$ cat src/rtl/addsub_seq_if.sv
// Handshake and data bundle for addsub_seq.
// The master side presents operands and accepts results. The slave side is the arithmetic block.
interface addsub_seq_if #(
  parameter int WIDTH = 16
);
  logic             in_valid;
  logic             in_ready;
  logic [WIDTH-1:0] a;
  logic [WIDTH-1:0] b;
  logic             c_in;
  logic             mode;
  logic             out_valid;
  logic             out_ready;
  logic [WIDTH-1:0] s_out;
  logic             c_out;
  logic             ovf_out;
  logic             zero_out;

  modport master (
    output in_valid, a, b, c_in, mode, out_ready,
    input  in_ready, out_valid, s_out, c_out, ovf_out, zero_out
  );

  modport slave (
    input  in_valid, a, b, c_in, mode, out_ready,
    output in_ready, out_valid, s_out, c_out, ovf_out, zero_out
  );
endinterface

$ cat src/rtl/addsub_seq.sv
// addsub_seq: a multi-cycle adder/subtractor that processes CHUNK bits per clock.
// A result takes N = WIDTH/CHUNK cycles.
// Subtraction is performed as a + ~b + c_in. A c_in of 1 therefore means "no borrow in".
// Optional feature: define ADDSUB_SAT_EN to clamp s_out on signed overflow.
// When the macro is defined, c_out and ovf_out still report the raw flags.
module addsub_seq #(
  parameter int WIDTH = 16,
  parameter int CHUNK = 4
) (
  input logic        clk,
  input logic        rst_n,
  addsub_seq_if.slave bus
);

  localparam int N  = WIDTH / CHUNK;
  localparam int CW = (N > 1) ? $clog2(N) : 1;

  typedef enum logic [1:0] {IDLE, BUSY, DONE} state_t;

  state_t           state;
  logic [WIDTH-1:0] a_sh;
  logic [WIDTH-1:0] b_sh;
  logic [WIDTH-1:0] acc;
  logic             carry;
  logic [CW-1:0]    cnt;

  logic             in_ready_q;
  logic             out_valid_q;
  logic [WIDTH-1:0] s_q;
  logic             c_q;
  logic             ovf_q;
  logic             zero_q;

  logic [CHUNK:0]   chunk_sum;
  logic [WIDTH-1:0] chunk_ext;
  logic [WIDTH-1:0] acc_next;
  logic [WIDTH-1:0] s_next;
  logic             last_chunk;
  logic             msb_cin;
  logic             ovf_next;

  // Add the lowest chunk of the shifted operands and merge the result into the top of the accumulator.
  always_comb begin
    chunk_sum  = {1'b0, a_sh[CHUNK-1:0]} + {1'b0, b_sh[CHUNK-1:0]} + {{CHUNK{1'b0}}, carry};
    chunk_ext  = WIDTH'(chunk_sum[CHUNK-1:0]);
    acc_next   = (acc >> CHUNK) | (chunk_ext << (WIDTH - CHUNK));
    last_chunk = (cnt == CW'(N - 1));
    // Each sum bit equals a ^ b ^ carry_in, so XOR-ing back recovers the carry into the MSB.
    msb_cin    = a_sh[CHUNK-1] ^ b_sh[CHUNK-1] ^ chunk_sum[CHUNK-1];
    ovf_next   = msb_cin ^ chunk_sum[CHUNK];
`ifdef ADDSUB_SAT_EN
    // On overflow, both operands share the sign of a. The true result has the opposite sign of the wrapped sum.
    s_next = ovf_next ? {a_sh[CHUNK-1], {(WIDTH-1){~a_sh[CHUNK-1]}}} : acc_next;
`else
    s_next = acc_next;
`endif
  end

  // Control FSM with datapath registers: accept, step through chunks, then hold the result until it is taken.
  always_ff @(posedge clk or negedge rst_n) begin
    if (!rst_n) begin
      state       <= IDLE;
      in_ready_q  <= 1'b1;
      out_valid_q <= 1'b0;
      a_sh        <= '0;
      b_sh        <= '0;
      acc         <= '0;
      carry       <= 1'b0;
      cnt         <= '0;
      s_q         <= '0;
      c_q         <= 1'b0;
      ovf_q       <= 1'b0;
      zero_q      <= 1'b0;
    end else begin
      case (state)
        IDLE: begin
          if (bus.in_valid && in_ready_q) begin
            a_sh       <= bus.a;
            b_sh       <= bus.mode ? ~bus.b : bus.b;
            carry      <= bus.c_in;
            cnt        <= '0;
            acc        <= '0;
            in_ready_q <= 1'b0;
            state      <= BUSY;
          end
        end
        BUSY: begin
          a_sh  <= a_sh >> CHUNK;
          b_sh  <= b_sh >> CHUNK;
          acc   <= acc_next;
          carry <= chunk_sum[CHUNK];
          cnt   <= cnt + 1'b1;
          if (last_chunk) begin
            s_q         <= s_next;
            c_q         <= chunk_sum[CHUNK];
            ovf_q       <= ovf_next;
            zero_q      <= (s_next == '0);
            out_valid_q <= 1'b1;
            state       <= DONE;
          end
        end
        DONE: begin
          if (bus.out_ready) begin
            out_valid_q <= 1'b0;
            in_ready_q  <= 1'b1;
            state       <= IDLE;
          end
        end
        default: begin
          out_valid_q <= 1'b0;
          in_ready_q  <= 1'b1;
          state       <= IDLE;
        end
      endcase
    end
  end

  assign bus.in_ready  = in_ready_q;
  assign bus.out_valid = out_valid_q;
  assign bus.s_out     = s_q;
  assign bus.c_out     = c_q;
  assign bus.ovf_out   = ovf_q;
  assign bus.zero_out  = zero_q;

endmodule

$ cat src/flat_wrapper.sv
// flat-port wrapper written by rule: the top's interface ports become plain ports
module addsub_seq_flat 
#(
  parameter int WIDTH = 16,
  parameter int CHUNK = 4
)
  (clk, rst_n, bus_in_valid, bus_a, bus_b, bus_c_in, bus_mode, bus_out_ready, bus_in_ready, bus_out_valid, bus_s_out, bus_c_out, bus_ovf_out, bus_zero_out);
  addsub_seq_if #(.WIDTH(WIDTH)) bus_i ();
  input logic clk;
  input logic rst_n;
  input wire logic [$bits(bus_i.in_valid)-1:0] bus_in_valid;
  input wire logic [$bits(bus_i.a)-1:0] bus_a;
  input wire logic [$bits(bus_i.b)-1:0] bus_b;
  input wire logic [$bits(bus_i.c_in)-1:0] bus_c_in;
  input wire logic [$bits(bus_i.mode)-1:0] bus_mode;
  input wire logic [$bits(bus_i.out_ready)-1:0] bus_out_ready;
  output wire logic [$bits(bus_i.in_ready)-1:0] bus_in_ready;
  output wire logic [$bits(bus_i.out_valid)-1:0] bus_out_valid;
  output wire logic [$bits(bus_i.s_out)-1:0] bus_s_out;
  output wire logic [$bits(bus_i.c_out)-1:0] bus_c_out;
  output wire logic [$bits(bus_i.ovf_out)-1:0] bus_ovf_out;
  output wire logic [$bits(bus_i.zero_out)-1:0] bus_zero_out;
  assign bus_i.in_valid = bus_in_valid;
  assign bus_i.a = bus_a;
  assign bus_i.b = bus_b;
  assign bus_i.c_in = bus_c_in;
  assign bus_i.mode = bus_mode;
  assign bus_i.out_ready = bus_out_ready;
  assign bus_in_ready = bus_i.in_ready;
  assign bus_out_valid = bus_i.out_valid;
  assign bus_s_out = bus_i.s_out;
  assign bus_c_out = bus_i.c_out;
  assign bus_ovf_out = bus_i.ovf_out;
  assign bus_zero_out = bus_i.zero_out;
  addsub_seq #(.WIDTH(WIDTH), .CHUNK(CHUNK)) u_core (.clk(clk), .rst_n(rst_n), .bus(bus_i));
endmodule
$ cat config.mk
export PLATFORM = sky130hd
export DESIGN_NAME = addsub_seq_flat
export DESIGN_NICKNAME = d
export VERILOG_FILES = /design/src/rtl/addsub_seq_if.sv /design/src/rtl/addsub_seq.sv /design/src/flat_wrapper.sv
export SDC_FILE = /design/constraint.sdc
export NUM_CORES = 1
export LEC_CHECK = 0
export ABC_AREA = 1
export ABC_CLOCK_PERIOD_IN_PS = 2580
export BUFFER_PORTS_ARGS = -buffer_cell sky130_fd_sc_hd__buf_2
export CORE_MARGIN = 1.5
export CORE_UTILIZATION = 55
export CTS_CLUSTER_DIAMETER = 40
export DETAILED_ROUTE_END_ITERATION = 8
export PLACE_DENSITY_LB_ADDON = 0.25
export SLEW_MARGIN = 0
export SYNTH_ARGS = -nofsm -noshare
export SYNTH_HDL_FRONTEND = slang
export SYNTH_SLANG_ARGS = --single-unit
export TNS_END_PERCENT = 10
$ cat constraint.sdc
create_clock -name clk -period 2.58 [get_ports clk]
set_clock_uncertainty 0.2 [all_clocks]
set_input_delay 0.516 -clock clk [delete_from_list [all_inputs] [get_ports clk]]
set_output_delay 0.516 -clock clk [all_outputs]
set_load 0.01 [all_outputs]
==> metrics.md, run 1 <==
| Metric | Value |
|---|---|
| Status | `finished clean` |
| Initial antenna violation count | `0` |
| Number of CTS-inserted buffers | `9` |
| # IOs | `59` |
| Minimum clock period | `2060 ps` |
| Met2 WL post-DR | `2930 um` |
| Core Util, Final | `66.1%` |
| R2r startpoint | `u_core.carry` |
| Final Power | `4.57 mW` |
| Nets@finish | `427` |
| Peak supply drop | `0.602 mV` |
| Worst-path clk slew | `70 ps` |
| Ys Warns | `0` |
| Clk buf depth | `2` |
| Fraction of layout cells with a size suffix above 1 | `22.5%` |
| Pre-CTS setup slack | `540 ps` |
| Synthesized area per cell | `9.63 um^2` |
| Number of global-route vias before repair | `2294` |
| Clk sink count | `70` |
| Ant diodes | `0` |
| Wire per inst | `13.2 um` |
| Routability cong. | `0.731` |
| Worst Max-Slew Pin Slew | `658 ps` |
| Syn Inst Count | `325` |
| Skew-Pair Late Insertion Delay | `340 ps` |
| Die Y | `78.4 um` |
| DRT antenna net count | `0` |
| Total congestion overflow | `0` |
| Crit. End Element | `flip-flop` |
| Fin. max-slew vios | `0` |
| DIE AREA | `0.00615 mm^2` |
| Slew headroom | `55.9%` |
| Synth Register Bits | `70` |
| Global-route wire length before repair | `10400 um` |
| H-Tree Depth | `3` |
| Crit Path Category | `reg2reg` |
| Most frequent cells in the layout | `nand2_1, dfrtp_1, buf_2` |
| Leakage Power | `1.76 nW` |
| Largest net degree at the start of global routing | `43` |
| GRT Total Usage | `22.0%` |
| Met3 routed WL | `269 um` |
| Mapped Nets | `369` |
| Seq pwr share | `40.5%` |
| CP Launch Type | `flip-flop` |
| Critical Path RT | `2660 ps` |
| Post-route clock period utilization | `79.9%` |
| Netlist cell types | `30` |
| WL final | `6070 um` |
| Initial core utilization | `56.9%` |
| Max Cap Violations | `0` |
| Post-DR vias/cell | `5.15` |
| DR top layer | `met4` |
| Leading cell type in the layout, fill and taps excluded | `nand2_1` |
| Comb power frac | `40.7%` |
| Worst R2R Setup Slack | `520 ps` |
| CTS tree | `done` |
| Final worst slack | `518 ps` |
| Via count | `2360` |
| Worst R2R End | `u_core.bus.zero_out` |
| First-pass DRT Iterations | `4` |
| Pwr Density | `1250 mW/mm^2` |
| Cell internal pwr | `2.78 mW` |
| # setup viols final | `0` |
| Met1 WL | `2730 um` |
| Setup bufs post-CTS | `0` |
| Sequential share of the synthesized area | `56.0%` |
| Core ar. | `0.00551 mm^2` |
| Mapped Area | `0.00313 mm^2` |
| RSZ-0062 raised after global routing | `false` |
| Port Buffer Count | `58` |
| Reg2Reg Depth | `11` |
| Row Count | `27` |
| Dpl hpwl | `4140 um` |
| Net Sw Power | `1.78 mW` |
| Resize count post-CTS | `0` |
| DRC | `0` |
| Fmax achieved | `0.485 GHz` |
| Hold WC Path Type | `in2async` |
| Root buffer cell | `clkbuf_8` |
| TNS Setup | `0 ps` |
| Fin. Hold Viols | `0` |
| Crit path DAT | `2140 ps` |
| Die W | `78.4 um` |
| # hold bufs at CTS | `0` |
| Clock power frac | `18.9%` |
| Area delta synth->final | `16.3%` |
| Sw frac | `39.1%` |
| Area after DPL | `0.00345 mm^2` |
| Drt initial violations | `177` |
| Max FO, Critical Path | `3` |
| Final Cell Area | `0.00364 mm^2` |
-- cell usage after synthesis (all sizes together) --
master	count	share of area [%]
a21oi	4	0.76
buf	13	2.9
clkbuf	1	0.12
dfrtp	69	55
dfstp	1	0.84
fa	2	1.3
ha	4	1.6
inv	26	3.3
nand2	81	10
nand3	5	1.2
nand3b	1	0.24
nor2	41	5.5
nor3	1	0.32
o211ai	13	3.4
o21a	1	0.24
o21ai	21	3.4
o22ai	24	4.8
xnor2	15	4.2
xor2	2	0.56
-- sequential cells by signal, summed over array words and instances, names as in the netlist, 2 cells and up --
register          cells
u_core.a_sh          16
u_core.acc           12
u_core.bus.s_out     16
u_core.b_sh          16
u_core.cnt            2
u_core.state          2
-- routing by layer --
metal	global-route usage, %	vias to the layer above
met5	0	-
met1	28.3	1111
met4	11.4	0
met3	4.07	11
met2	35.5	66
li1	-	1172
-- power groups by stage --
| stage | clock network [mW] | logic (mW) | registers, mW |
|---|---|---|---|
| after floorplan | 0 | 1.39 | 1.88 |
| after global placement | 0 | 1.81 | 1.84 |
| after detailed placement | 0 | 1.87 | 1.87 |
| after CTS | 0.882 | 1.89 | 1.85 |
| after global routing | 0.920 | 2.14 | 1.91 |
| final | 0.861 | 1.86 | 1.85 |
-- how the worst max path moves through the flow --
stage                       from             endpoint
floorplan           u_core.carry  u_core.bus.zero_out
global placement    u_core.carry  u_core.bus.zero_out
detailed placement  u_core.carry  u_core.bus.zero_out
CTS                 u_core.carry  u_core.bus.zero_out
global route        u_core.carry  u_core.bus.zero_out
finish              u_core.carry  u_core.bus.zero_out
-- area by class of cell --
cell class | instances | area, um^2
clock buffer | 13 | 159
inverter | 26 | 103
multi-input combinational | 215 | 1180
fill | 454 | 1870
tap | 72 | 90.1
sequential | 70 | 1750
timing repair buffer | 61 | 325
clock inverter | 1 | 30.0
-- cells by family (layout without fill, tap and decap cells) --
family,after synthesis,in the layout,share of synthesized area [%]
xor gates and xnor gates,17,17,4.76
buffers and inverters,40,101,6.31
AOI/OAI and AO/OA,63,63,12.6
adders and majority gates,6,6,2.88
and+or+nand+nor,129,129,17.5
DFF,70,70,56.0
-- critical path: stages, from the launching register on --
cell and delay, ps:
dfrtp_1 320, inv_1 70, fa_1 410, inv_1 100, fa_1 410, inv_1 90
nand2_1 50, nor2_1 100, nand2_1 60, nor2_1 80, nand2_1 50, nand2_1 60
-- through the flow --
step / cells / hold slack, ps
final: 458 / 7.39
after global routing: 458 / 68.5
after CTS: 458 / 24.5
after detailed placement: 444 / 263
after global placement: 444 / 254
after floorplan: 325 / 20.4
Power figures use the tool's default switching activity.
==> run 2, diff against run 1 <==
--- a/config.mk
+++ b/config.mk
@@ -5,8 +5,8 @@
 export SDC_FILE = /design/constraint.sdc
 export NUM_CORES = 1
 export LEC_CHECK = 0
-export ABC_AREA = 1
-export ABC_CLOCK_PERIOD_IN_PS = 2580
+export ABC_AREA = 0
+export ABC_CLOCK_PERIOD_IN_PS = 2100
 export BUFFER_PORTS_ARGS = -buffer_cell sky130_fd_sc_hd__buf_2
 export CORE_MARGIN = 1.5
 export CORE_UTILIZATION = 55
==> constraint.sdc (replaced) <==
create_clock -name clk -period 2.1 [get_ports clk]
set_clock_uncertainty 0.2 [all_clocks]
set_input_delay 0.42 -clock clk [delete_from_list [all_inputs] [get_ports clk]]
set_output_delay 0.42 -clock clk [all_outputs]
set_load 0.01 [all_outputs]
==> metrics.md, run 2 <==
| Metric | Value |
|---|---|
| Most common cell in the netlist | `dfrtp_1` |
| CTS tree | `done` |
| Met3 routed WL | `282 um (+4.8%)` |
| Slowest cell delay on critical path | `450 ps (+40 ps)` |
| CP startpoint | `u_core.carry` |
| Mapped Area | `0.00305 mm^2 (-2.6%)` |
| Mapped Nets | `303 (-18%)` |
| Met2 WL post-DR | `2940 um (+0.41%)` |
| GRT Total Usage | `22.0% (about the same)` |
| Crit path buffers/inverters | `2 (-1)` |
| Max Cap Violations | `0 (unchanged)` |
| Largest net degree at the start of global routing | `71 (+65%)` |
| RSZ-0062 raised after global routing | `true` |
| Clk buf depth | `2 (unchanged)` |
| Max FO, Critical Path | `2 (-1)` |
| DRC | `0 (unchanged)` |
| First-pass DRT Iterations | `7 (+3)` |
| Fin. max-slew vios | `0 (unchanged)` |
| Pre-CTS setup slack | `-112 ps (-652 ps)` |
| Final Non-Filler Cells | `395 (-14%)` |
| Slew headroom | `53.0% (-2.9 points)` |
| Slowest CP cell | `fa_2` |
| Nets@finish | `364 (-15%)` |
| Peak supply drop | `0.769 mV (+28%)` |
| Critical Path RT | `2150 ps (-510 ps)` |
| Ys Warns | `0 (unchanged)` |
| Routability cong. | `0.712 (-2.6%)` |
| Worst R2R End | `u_core.bus.zero_out` |
| Worst Max-Slew Pin Slew | `702 ps (+43.9 ps)` |
| Met1 WL | `2750 um (+0.62%)` |
| Post-route clock period utilization | `99.2% (+19 points)` |
| Netlist cell types | `35 (+17%)` |
| Syn Inst Count | `259 (-20%)` |
| Ant diodes | `0 (unchanged)` |
| DIE AREA | `0.00600 mm^2 (-2.5%)` |
| Sequential share of the synthesized area | `57.5% (+1.5 points)` |
| Worst hold path startpoint | `bus_a[14]` |
| Initial core utilization | `58.2% (+1.4 points)` |
| Fin. Hold Viols | `0 (unchanged)` |
| Post-synth EDFFs | `0 (unchanged)` |
| Crit. End Element | `flip-flop` |
| Drt initial violations | `165 (-6.8%)` |
| Skew-Pair Late Insertion Delay | `340 ps (about the same)` |
| Post-synth top cells | `dfrtp_1, nor2_1, inv_1` |
| Port Buffer Count | `58 (unchanged)` |
| WL final | `6020 um (-0.77%)` |
| Post-synth top area cell | `dfrtp_1` |
| Number of CTS-inserted buffers | `9 (unchanged)` |
| Total congestion overflow | `0 (unchanged)` |
| R2r startpoint | `u_core.carry` |
| Via count | `2153 (-8.8%)` |
| Initial antenna violation count | `0 (unchanged)` |
| WHS | `93.8 ps (+86.4 ps)` |
| Leading cell type in the layout, fill and taps excluded | `dfrtp_1` |
| Reg2Reg Depth | `7 (-4)` |
| Core ar. | `0.00524 mm^2 (-4.9%)` |
| Core Util, Final | `69.1% (+3.0 points)` |
| Status | `finished clean` |
| Die W | `77.5 um (-1.2%)` |
| # setup viols final | `0 (unchanged)` |
| Worst R2R Setup Slack | `20 ps (-500 ps)` |
| Fraction of layout cells with a size suffix above 1 | `34.2% (+12 points)` |
| Wire per inst | `15.2 um (+15%)` |
| Crit Path Category | `reg2reg` |
| DR top layer | `met4` |
| CP Launch Type | `flip-flop` |
| Top FF cell, synth | `dfrtp_1` |
| Root buffer cell | `clkbuf_8` |
| Pwr Density | `1440 mW/mm^2 (+15%)` |
| Hold WC Path Type | `in2reg` |
| Critical path's top delay family | `adder cells` |
| Final Power | `5.20 mW (+14%)` |
| Area delta synth->final | `18.6%` |
| Final worst slack | `16.2 ps (-502 ps)` |
| Minimum clock period | `2080 ps (+22.0 ps)` |
| Post-DR vias/cell | `5.45 (+5.8%)` |
| Dpl cells | `376 (-15%)` |
| Worst path depth | `7 (-4)` |
| Post-synth top area share | `56.6% (+1.4 points)` |
| Row Count | `26 (-3.7%)` |
| Leakage Power | `1.88 nW (+6.8%)` |
| Synth Register Bits | `70 (unchanged)` |
| Die Y | `77.5 um (-1.2%)` |
| Synthesized area per cell | `11.8 um^2 (+22%)` |
| Worst-path clk slew | `80 ps (about the same)` |
| Number of global-route vias before repair | `2127 (-7.3%)` |
| Asr flop ratio synth | `100% (unchanged)` |
| Global-route wire length before repair | `10200 um (-1.2%)` |
| H-Tree Depth | `3 (unchanged)` |
| Worst Setup EP | `u_core.bus.zero_out` |
| Critical-path cell list | `inv_2 > fa_2 > inv_2 > fa_2 > nor4_2 > nand4_1 > o41ai_2` |
| # IOs | `59 (unchanged)` |
| Fmax achieved | `0.480 GHz (-1.1%)` |
| Crit path DAT | `2130 ps (about the same)` |
| Clk sink count | `70 (unchanged)` |
| Most frequent cells in the layout | `dfrtp_1, buf_2, nor2_1` |
| Largest cells by area after synthesis | `dfrtp_1, mux2_2, a22o_1` |
| Dpl hpwl | `4000 um (-3.5%)` |
| DRT antenna net count | `0 (unchanged)` |
## run 2: cell count changes after synthesis, moves of 12 or more
cell      change
o22ai_1      -12
a22o_1       +16
mux2_2       +16
xor2_1       +13
nand2_1      -66
a222oi_1     +12
## run 2: final cells by class
type	instances	area [um^2]
clock inverter	7	48.8
inverter	17	63.8
fill	413	1620
sequential	70	1750
tap	70	87.6
timing repair buffer	68	393
multi-input combinational	154	1150
clock buffer	9	124
## run 2: metrics by stage
| stage | TNS [ps] | instance area, um^2 |
|---|---|---|
| after global placement | -4.11 | 3400 |
| after global routing | -205 | 3620 |
| after floorplan | 0 | 3050 |
| after detailed placement | -183 | 3400 |
| after CTS | -115 | 3600 |
| final | 0 | 3620 |
## run 2: how the worst min path moves through the flow
stage | end | slack (ps) | cells after the start
final | u_core.a_sh[14] | 90 | 2
after global routing | u_core.a_sh[12] | 100 | 2
after CTS | u_core.a_sh[12] | 90 | 2
after detailed placement | u_core.bus.s_out[5] | 270 | 2
after global placement | u_core.bus.s_out[7] | 270 | 2
after floorplan | u_core.a_sh[0] | -80 | 0
## run 2: cell families (layout without fill, tap and decap cells)
| logic type | count (synthesis) | in the layout | synth area share, % |
|---|---|---|---|
| muxes | 16 | 16 | 5.91 |
| xor gates and xnor gates | 19 | 19 | 5.46 |
| buffers and inverters | 35 | 101 | 5.41 |
| DFF | 70 | 70 | 57.5 |
| and+or+nand+nor | 51 | 51 | 7.34 |
| adders and majority gates | 6 | 6 | 2.95 |
| AOI/OAI and AO/OA | 62 | 62 | 15.5 |
## run 2: routing by layer
metal	up-vias	track usage [%]
met5	-	0
met4	0	8.73
met3	5	4.47
met2	61	34.5
met1	1045	30.1
li1	1042	-
## run 2: report_power, final
group | total, mW | internal [mW] | switching, mW | leakage, nW
clock network | 0.954 | 0.432 | 0.522 | 0.0898
logic | 1.98 | 0.941 | 1.04 | 0.891
registers | 2.27 | 1.89 | 0.384 | 0.903
## run 2: what timing repair did
item,CTS,global route
hold buffers,1,0
pin swaps,3,5
setup endpoints to repair,3,4
gates resized for setup,4,3
hold endpoints to repair,69,0
setup buffers,1,1
==> run 3, diff against run 2 <==
--- a/config.mk
+++ b/config.mk
@@ -13,6 +13,7 @@
 export CTS_CLUSTER_DIAMETER = 40
 export DETAILED_ROUTE_END_ITERATION = 8
 export PLACE_DENSITY_LB_ADDON = 0.25
+export SETUP_SLACK_MARGIN = 0.1
 export SLEW_MARGIN = 0
 export SYNTH_ARGS = -nofsm -noshare
 export SYNTH_HDL_FRONTEND = slang
==> metrics.md, run 3 (same netlist as run 2, synthesis figures left out) <==
| Metric | Value |
|---|---|
| Crit path buffers/inverters | `2 (unchanged)` |
| Leading cell type in the layout, fill and taps excluded | `dfrtp_1` |
| Crit. End Element | `flip-flop` |
| Fraction of layout cells with a size suffix above 1 | `33.0% (-1.1 points)` |
| Global-route wire length before repair | `10000 um (-2.3%)` |
| Total congestion overflow | `0 (unchanged)` |
| First-pass DRT Iterations | `7 (unchanged)` |
| Fmax achieved | `0.475 GHz (-1.0%)` |
| Net Sw Power | `1.89 mW (-3.0%)` |
| Root buffer cell | `clkbuf_8` |
| Fillers | `390 (-5.6%)` |
| H-Tree Depth | `3 (unchanged)` |
| Core ar. | `0.00524 mm^2 (unchanged)` |
| Worst-path clk slew | `70 ps (about the same)` |
| Clk buf depth | `2 (unchanged)` |
| Drt initial violations | `142 (-14%)` |
| DIE AREA | `0.00600 mm^2 (unchanged)` |
| Number of CTS-inserted buffers | `9 (unchanged)` |
| TNS Setup | `-5.53 ps (-5.53 ps)` |
| CTS tree | `done` |
| Initial antenna violation count | `0 (unchanged)` |
| Crit Path Category | `reg2reg` |
| R2r startpoint | `u_core.carry` |
| Slowest cell delay on critical path | `420 ps (-30 ps)` |
| GRT Total Usage | `21.6% (-0.32 points)` |
| Skew-Pair Late Insertion Delay | `340 ps (about the same)` |
| Register Area | `0.00175 mm^2 (unchanged)` |
| Max FO, Critical Path | `2 (unchanged)` |
| Comb power frac | `36.4% (-1.7 points)` |
| Clock power frac | `20.5% (+2.2 points)` |
| Final Power | `5.26 mW (+1.2%)` |
| Setup bufs post-CTS | `0 (-1)` |
| Final Non-Filler Cells | `394 (-0.25%)` |
| Worst R2R End | `u_core.bus.zero_out` |
| Most frequent cells in the layout | `dfrtp_1, buf_2, nor2_1` |
| Clk sink count | `70 (unchanged)` |
| Max Cap Violations | `0 (unchanged)` |
| Worst Max-Slew Pin Slew | `662 ps (-39.8 ps)` |
| Pre-CTS setup slack | `-92.4 ps (+19.4 ps)` |
| Cell internal pwr | `3.38 mW (+3.6%)` |
| Hold path depth | `2 (unchanged)` |
| Area after DPL | `0.00341 mm^2 (+0.22%)` |
| Area occupied by multi-input gates | `0.00114 mm^2 (-0.33%)` |
| Critical path's top delay family | `adder cells` |
| Worst path most repeated cell | `inv_2` |
| Largest net degree at the start of global routing | `71 (unchanged)` |
| WL final | `5910 um (-1.9%)` |
| Final Cell Area | `0.00363 mm^2 (+0.45%)` |
| Fin. max-slew vios | `0 (unchanged)` |
| Routability cong. | `0.705 (-0.97%)` |
| Post-route clock period utilization | `100% (+1.0 points)` |
| Worst hold path startpoint | `bus_out_ready` |
| RSZ-0062 raised after global routing | `true` |
| Port Buffer Count | `58 (unchanged)` |
| Status | `finished, violations left` |
| Seq pwr share | `43.1% (-0.5 points)` |
| Peak supply drop | `0.687 mV (-11%)` |
| Fin. Hold Viols | `0 (unchanged)` |
| Number of global-route vias before repair | `2127 (unchanged)` |
| Nets@finish | `363 (-0.27%)` |
| Initial core utilization | `58.2% (unchanged)` |
| Worst R2R Setup Slack | `-6 ps (-20 ps)` |
| Minimum clock period | `2110 ps (+21.7 ps)` |
| Critical Path RT | `2140 ps (about the same)` |
| Endpoint, Worst Hold | `u_core.state[1]` |
| Hold WC Path Type | `in2reg` |
| Die W | `77.5 um (unchanged)` |
| Dpl cells | `377 (+0.27%)` |
| Leakage Power | `1.90 nW (+0.76%)` |
| Area delta synth->final | `19.1%` |
| WHS | `80.7 ps (-13.1 ps)` |
| Crit path DAT | `2150 ps (+20 ps)` |
| Post-DR vias/cell | `5.47 (+0.35%)` |
| CP Launch Type | `flip-flop` |
| Wire per inst | `15.0 um (-1.7%)` |
| # IOs | `59 (unchanged)` |
| Critical-path cell list | `inv_2 > fa_2 > inv_2 > fa_1 > nor4_1 > nand4_1 > o41ai_2` |
| DRT antenna net count | `0 (unchanged)` |
| Dpl hpwl | `4090 um (+2.2%)` |
| Reg2Reg Depth | `7 (unchanged)` |
| Via count | `2155 (+0.093%)` |
| Final worst slack | `-5.53 ps (-21.7 ps)` |
| Failing checks | `setup timing` |
| Sw frac | `35.8% (-1.5 points)` |
| DRC | `0 (unchanged)` |
| Row Count | `26 (unchanged)` |
| Slew headroom | `55.7% (+2.7 points)` |
| Worst path depth | `7 (unchanged)` |
| Ant diodes | `0 (unchanged)` |
| Slowest CP cell | `fa_1` |
| Die Y | `77.5 um (unchanged)` |
| # setup viols final | `1 (+1)` |
| Core Util, Final | `69.4% (+0.31 points)` |
| Pwr Density | `1450 mW/mm^2 (+0.71%)` |
-- run 3: cell count changes in the layout (fill, tap and decap cells not counted), sizes merged --
cell | previous run | this run
clkinvlp | 1 | 2
clkbuf | 9 | 11
bufinv | 0 | 1
buf | 67 | 66
clkinv | 4 | 2
inv | 19 | 17
-- run 3: how the worst max path moves through the flow --
stage                             from                  end
final                     u_core.carry  u_core.bus.zero_out
after global routing      u_core.carry  u_core.bus.zero_out
after CTS                 u_core.carry  u_core.bus.zero_out
after detailed placement  u_core.carry  u_core.bus.zero_out
after global placement    u_core.carry  u_core.bus.zero_out
after floorplan           u_core.carry  u_core.bus.zero_out
-- run 3: power by group through the flow --
| stage | logic [mW] | registers (mW) | clock network, mW |
|---|---|---|---|
| 2_1_floorplan | 1.37 | 2.22 | 0 |
| 3_3_place_gp | 1.83 | 2.26 | 0 |
| 3_5_place_dp | 1.90 | 2.30 | 0 |
| 4_1_cts | 1.93 | 2.27 | 1.10 |
| 5_1_grt | 2.15 | 2.34 | 1.16 |
| 6_report | 1.91 | 2.27 | 1.08 |
-- run 3: area by class of cell --
type | count | share of cell area [%]
clock inverter | 5 | 1.62
clock buffer | 11 | 3.89
inverter | 17 | 1.76
sequential | 70 | 48.2
timing repair buffer | 67 | 10.6
tap | 70 | 2.41
multi-input combinational | 154 | 31.5
-- run 3: repair_timing --
| item | in CTS | in global routing |
|---|---|---|
| hold endpoints to repair | 69 | 0 |
| hold buffers | 1 | 0 |
| resized for setup | 5 | 1 |
| endpoints found under the setup margin | 6 | 6 |
| pin swaps | 1 | 1 |
-- run 3: per-layer routing --
metal	share of wire, %	routed length (um)	global-route usage [%]
met5	0	0	0
met4	1.3	74	8.73
met3	5.4	318	5.06
met2	50	2960	35.4
met1	43	2550	28.0
-- run 3: worst reg2reg max path: stages (launching register included) --
cell and delay, ps:
dfrtp_1 360, inv_2 50, fa_2 390, inv_2 60, fa_1 420, nor4_1 180, nand4_1 150, o41ai_2 200
